### config.mk
export PLATFORM = sky130hd
export DESIGN_NAME = instr_fetch_unit
export DESIGN_NICKNAME = d
export VERILOG_FILES = /design/src/rtl/instr_fetch_unit.sv
export SDC_FILE = /design/constraint.sdc
export NUM_CORES = 1
export LEC_CHECK = 0
export CAP_MARGIN = 20
export CORE_MARGIN = 2
export CORE_UTILIZATION = 40
export CTS_BUF_LIST = sky130_fd_sc_hd__clkbuf_2
export CTS_CLUSTER_DIAMETER = 200
export CTS_CLUSTER_SIZE = 25
export DETAILED_ROUTE_END_ITERATION = 7
export SETUP_SLACK_MARGIN = 0.3
export SLEW_MARGIN = 25
export SYNTH_ARGS = -nofsm -noshare
export SYNTH_HDL_FRONTEND = slang
export SYNTH_SLANG_ARGS = --single-unit
### constraint.sdc
create_clock -name clk -period 3.7 [get_ports clk]
set_input_delay 1.11 -clock clk [delete_from_list [all_inputs] [get_ports clk]]
set_output_delay 1.11 -clock clk [all_outputs]
set_load 0.02 [all_outputs]
### src/rtl/instr_fetch_unit.sv
// instr_fetch_unit: fetch stage that owns the PC, issues word reads to instruction
// memory (valid/ready request, in-order response), buffers returned words in a
// prefetch FIFO and presents {instr, instr_pc, instr_fault} to decode.
// Ports:
//   clk, reset_n                  clock / asynchronous active-low reset
//   redirect_valid, redirect_pc   branch/jump redirect (flushes FIFO, drops in-flight data)
//   imem_req_valid/addr/ready     word read request channel
//   imem_rsp_valid/data           read response channel (strictly in request order)
//   instr_valid/instr/instr_pc    FIFO head toward decode
//   instr_fault                   head is a misaligned-redirect fault entry (instr = NOP)
//   instr_ready                   decode accepts head
// Optional: define FETCH_PERF_EN to add perf_fetched / perf_stall counters.
module instr_fetch_unit #(
  parameter logic [31:0] RESET_PC   = 32'h0000_0000,
  parameter int unsigned FIFO_DEPTH = 4
) (
  input  logic        clk,
  input  logic        reset_n,
  input  logic        redirect_valid,
  input  logic [31:0] redirect_pc,
  output logic        imem_req_valid,
  output logic [31:0] imem_req_addr,
  input  logic        imem_req_ready,
  input  logic        imem_rsp_valid,
  input  logic [31:0] imem_rsp_data,
  output logic        instr_valid,
  output logic [31:0] instr,
  output logic [31:0] instr_pc,
  output logic        instr_fault,
  input  logic        instr_ready
`ifdef FETCH_PERF_EN
  ,
  output logic [31:0] perf_fetched,
  output logic [31:0] perf_stall
`endif
);

  localparam int unsigned CW = $clog2(FIFO_DEPTH + 1);
  localparam int unsigned PW = $clog2(FIFO_DEPTH);
  localparam int unsigned SW = CW + 1;
  localparam logic [31:0] NOP = 32'h0000_0013;

  logic [31:0]           fetch_pc;
  logic                  halted;
  logic [CW-1:0]         outstanding;   // all requests in flight, live or to be dropped
  logic [CW-1:0]         discard;       // in-flight responses still to be dropped
  logic [CW-1:0]         fifo_count;
  logic [31:0]           fifo_instr [FIFO_DEPTH];
  logic [31:0]           fifo_pc    [FIFO_DEPTH];
  logic [FIFO_DEPTH-1:0] fifo_fault;
  logic [31:0]           tag_q      [FIFO_DEPTH];
  logic [PW-1:0]         tag_wr;
  logic [PW-1:0]         tag_rd;

  logic          req_fire;
  logic          rsp_take;
  logic          rsp_live;
  logic          pop;
  logic          misaligned;
  logic [CW-1:0] wr_idx;
  logic [CW-1:0] count_nxt;

  // Credit-based request issue and handshake decode
  always_comb begin
    imem_req_valid = reset_n && !halted && !redirect_valid &&
                     ((SW'(fifo_count) + SW'(outstanding)) < SW'(FIFO_DEPTH));
    req_fire   = imem_req_valid && imem_req_ready;
    rsp_take   = imem_rsp_valid && (outstanding != '0);
    rsp_live   = rsp_take && (discard == '0);
    pop        = instr_valid && instr_ready;
    misaligned = (redirect_pc[1:0] != 2'b00);
    // Slot index accounts for a same-cycle pop shifting the FIFO down
    wr_idx     = fifo_count - CW'(pop);
    count_nxt  = fifo_count + CW'(rsp_live) - CW'(pop);
  end

  assign imem_req_addr = fetch_pc;
  assign instr         = fifo_instr[0];
  assign instr_pc      = fifo_pc[0];
  assign instr_fault   = fifo_fault[0];

  // PC, credit counters and FIFO occupancy
  always_ff @(posedge clk or negedge reset_n) begin
    if (!reset_n) begin
      fetch_pc    <= RESET_PC;
      halted      <= 1'b0;
      outstanding <= '0;
      discard     <= '0;
      fifo_count  <= '0;
      instr_valid <= 1'b0;
      tag_wr      <= '0;
      tag_rd      <= '0;
    end else if (redirect_valid) begin
      // Everything still in flight after this edge belongs to the old stream
      fetch_pc    <= redirect_pc;
      halted      <= misaligned;
      outstanding <= outstanding - CW'(rsp_take);
      discard     <= outstanding - CW'(rsp_take);
      fifo_count  <= CW'(misaligned);
      instr_valid <= misaligned;
      tag_wr      <= '0;
      tag_rd      <= '0;
    end else begin
      if (req_fire) begin
        fetch_pc <= fetch_pc + 32'd4;
        tag_wr   <= tag_wr + PW'(1);
      end
      if (rsp_live) tag_rd <= tag_rd + PW'(1);
      if (rsp_take && !rsp_live) discard <= discard - CW'(1);
      outstanding <= outstanding + CW'(req_fire) - CW'(rsp_take);
      fifo_count  <= count_nxt;
      instr_valid <= (count_nxt != '0);
    end
  end

  // PC tags of live requests, consumed in response order
  always_ff @(posedge clk or negedge reset_n) begin
    if (!reset_n) begin
      for (int i = 0; i < int'(FIFO_DEPTH); i++) tag_q[i] <= '0;
    end else if (req_fire) begin
      tag_q[tag_wr] <= fetch_pc;
    end
  end

  // Shift-register prefetch FIFO; entry 0 drives the decode outputs directly
  always_ff @(posedge clk or negedge reset_n) begin
    if (!reset_n) begin
      for (int i = 0; i < int'(FIFO_DEPTH); i++) begin
        fifo_instr[i] <= '0;
        fifo_pc[i]    <= '0;
      end
      fifo_fault <= '0;
    end else if (redirect_valid) begin
      fifo_fault <= FIFO_DEPTH'(misaligned);
      if (misaligned) begin
        fifo_instr[0] <= NOP;
        fifo_pc[0]    <= redirect_pc;
      end
    end else begin
      if (pop) begin
        for (int i = 0; i < int'(FIFO_DEPTH) - 1; i++) begin
          fifo_instr[i] <= fifo_instr[i+1];
          fifo_pc[i]    <= fifo_pc[i+1];
        end
        fifo_fault <= fifo_fault >> 1;
      end
      if (rsp_live) begin
        fifo_instr[PW'(wr_idx)] <= imem_rsp_data;
        fifo_pc[PW'(wr_idx)]    <= tag_q[tag_rd];
        fifo_fault[PW'(wr_idx)] <= 1'b0;
      end
    end
  end

`ifdef FETCH_PERF_EN
  // Delivery and decode-starvation counters; survive redirects
  always_ff @(posedge clk or negedge reset_n) begin
    if (!reset_n) begin
      perf_fetched <= '0;
      perf_stall   <= '0;
    end else begin
      if (pop) perf_fetched <= perf_fetched + 32'd1;
      if (instr_ready && !instr_valid && !redirect_valid) perf_stall <= perf_stall + 32'd1;
    end
  end
`endif

endmodule

==> impl_metrics.ini <==
[critical_path]
required_ps = 2590
end_kind = output pin
critical_path.startpoint = outstanding[2]$_DFF_PN0_
reg2reg_from = outstanding[2]$_DFF_PN0_
r2r-end = instr_valid$_DFF_PN0_
cp.arrival_ps = 2500
worstRegToRegCells = 12
critPathLaunchType = flip-flop
reg2reg_setup_slack_ps = 770
worstPathMaxFanout = 2
crit_type = reg -> out

[grt]
antenna_found_initial = 3
grt_max_degree = 184
overflow = 0
grt_pass1_wl_mm = 86.5
grt_usage_pct = 20.6
grt_pass1_vias = 14788

[floorplanning]
start_util_pct = 40.6
dieWidth_um = 230
core_um2 = 50200
rows = 82
die_h_um = 230
die-area_um2 = 52700
io_pins = 169

[clock_tree]
clk_pin_slew_ps = 440
cts.sinks = 435
numCtsBuffers = 21
insertion_delay_ps = 1110
clk_path_buf_depth = 3
cts_tree = built
htreeDepth = 1
cts_root_buf = clkbuf_2

[power_and_ir_drop]
ir_drop_v = 0.000204
p_per_area_nw_per_um2 = 494
leakage_uw = 0.0109

[final_layout]
layout-drive-gt1-share_pct = 19.5
ff_latch_area_um2 = 10900
nNetsFinal = 2054
fillerInstances = 4672
syn2layout_area_growth_pct = 12.5
multiInputGateArea_um2 = 8280

[sta]
timing.hold.ws_ps = 507
skew_ps = 107
worst_slew_pin_slew_ps = 1080
period_needed_ps = 3610
rsz0062_at_grt = yes
setup_viol = 0
max_freq_ghz = 0.277
slew_headroom_pct = 28.0
fin_setup_tns_ps = 0
final_hold_viol_count = 0
period_share_pct = 97.4
slew_viol_final = 0

[synthesis]
async_flop_share_pct = 100
synth_xor_area_share_pct = 0.688
synth-compound-area-share_pct = 12.6
synth_warnings = 0
ys_seq_elements = 435
synthSimpleGateAreaFrac_pct = 11.4
synth_cell_types = 55
synthFlopType = dfrtp_1
synth_top_family_by_area = multiplexers
syn_inst = 1877
synth_edf_count = 0
syn-num-nets = 1965
syn_area_per_cell_um2 = 10.9
synthMuxAreaShare_pct = 14.6
ys_seq_area_share_pct = 53.4
synth_area_um2 = 20400
synthAdderAreaFrac_pct = 1.18

[route]
drc = 0
drtPass1Iterations = 7
totalWireLength_mm = 54.7
via_count = 14669
drtIter0Drc = 1166
wire_per_inst_um = 20.7
viasPerCell = 5.56
drtAntennaViolNets = 0

[hold_path]
hold_start = fifo_pc[3]$_DFFE_PN0P_
whs_endpoint = fifo_pc[35]$_DFFE_PN0N_
hold_class = reg -> reg
min_path_cells = 2

[place]
hpwlAfterDp_mm = 34.6
io_buffer_count = 168
routabilityCongestion = 0.796

[flow_run]
drv_cap = 0

[outcome]
outcome = completed
==> area by class of cell <==
type                    instances  area share, %
clock inverters                 2         0.0874
clock buffers                  22          0.481
multi-input cells            1219           36.2
inverters                      21          0.344
well taps                     672           3.67
flip-flops and latches        435           47.7
diodes                          1         0.0109
repair buffers                268           11.5
==> worst max path at each step <==
stage	to	depth (start not counted)	slack, ps
global placement	instr_valid$_DFF_PN0_	12	110
detailed placement	instr_valid$_DFF_PN0_	12	90
finish	imem_req_valid	4	90
floorplan	outstanding[2]$_DFF_PN0_	13	300
global route	imem_req_valid	4	-80
CTS	imem_req_valid	4	-40
==> state kept, by name, indices dropped and copies added (netlist names) <==
name and count:
instr 32, halted 1, outstanding 3, instr_pc 32, tag_rd 2, discard 3, fifo_instr 96, imem_req_addr 32
tag_wr 2, tag_q 128, fifo_count 3, fifo_pc 96, instr_valid 1, fifo_fault 4
==> metal layers <==
metal,GRT usage [%],part of all wire (%),vias to the layer above
li1,-,-,6713
met1,30.2,46,7419
met2,31.5,45,448
met3,3.15,5.6,87
met4,6.57,3.2,2
met5,0,0.037,-
==> synth_stat cells (4+ instances only) <==
cell	count	area share [%]
mux4_2	32	3.5
ha_1	16	0.98
inv_1	19	0.35
o21ai_0	79	1.9
buf_2	55	1.4
a31oi_1	37	1.1
a22oi_1	159	5.9
dfrtp_1	435	53
nand2_1	463	8.5
buf_6	6	0.33
xor2_1	10	0.43
and2_1	5	0.15
a211oi_1	32	1.2
nor3_1	4	0.098
and3_1	5	0.15
clkbuf_1	58	1.1
buf_1	10	0.18
nand4_1	13	0.40
a21oi_1	47	1.2
or3_1	5	0.15
o311ai_0	8	0.34
buf_4	72	2.7
mux2_2	171	9.5
nor2_1	33	0.61
xnor2_1	6	0.26
nand3_1	15	0.37
mux2i_1	31	1.5
o211ai_1	9	0.33
==> kinds of logic (layout without fill, tap and decap cells) <==
group,Yosys count,count (layout)
AO/OA/AOI/OAI,388,388
XOR/XNOR,16,16
adder cells (fa/ha/maj),18,18
buffers and inverters,223,313
flip-flops,435,435
multiplexers,236,236
other,0,1
AND/OR/NAND/NOR,561,561
==> where the power goes <==
group          leakage [uW]  switching [uW]  total, uW  internal, uW
Sequential          0.00580             617       6350          5730
Clock              0.000103            1440       1610           168
Combinational       0.00497            1880       3350          1470
==> critical path, cell delays in order (launching register included) <==
cell     delay [ps]
dfrtp_1         500
ha_1            310
nor4_2          250
and3_1          220
buf_6           120
==> what timing repair did <==
action,in CTS,in global routing
pin swaps,1,0
endpoints found under the setup margin,63,11
endpoints found under the hold margin,13,0
gates resized for setup,94,6
hold buffers,1,0
buffers inserted,46,4
==> placed cells by master, fill, tap and decap left out, types with 3 or more instances in the layout <==
master and n:
nand4_1 13, mux2i_1 31, and2_1 3, dfrtp_1 400
a21oi_1 47, nand3_1 15, a31oi_1 37, o21ai_0 79
a22oi_1 159, ha_1 16, o21ai_1 3, xnor2_1 6
clkdlybuf4s50_1 105, nor2_1 28, nand2b_1 3, buf_4 80
inv_1 19, clkbuf_2 22, and3_1 5, a211oi_1 32
dlygate4sd2_1 54, or3_1 5, buf_12 19, dfrtp_2 35
o311ai_0 8, nor2_2 3, mux4_2 32, mux2_2 171
o211ai_1 9, nand2_1 462, o31ai_1 3, dlymetal6s2s_1 6
xor2_1 10, nor3_1 4
==> through the flow <==
stage,util (%),instance area (um^2),worst slack (ps),total power (uW),cells
5_1_grt,45.7,22900,-79.8,12000,2640
6_report,45.7,22900,94.9,11300,2640
3_3_place_gp,44.6,22400,105,9590,2563
4_1_cts,45.5,22800,-43.1,11400,2634
2_1_floorplan,-,20400,301,8530,1877
3_5_place_dp,44.6,22400,93.1,9730,2563
Power figures use the tool's default switching activity.
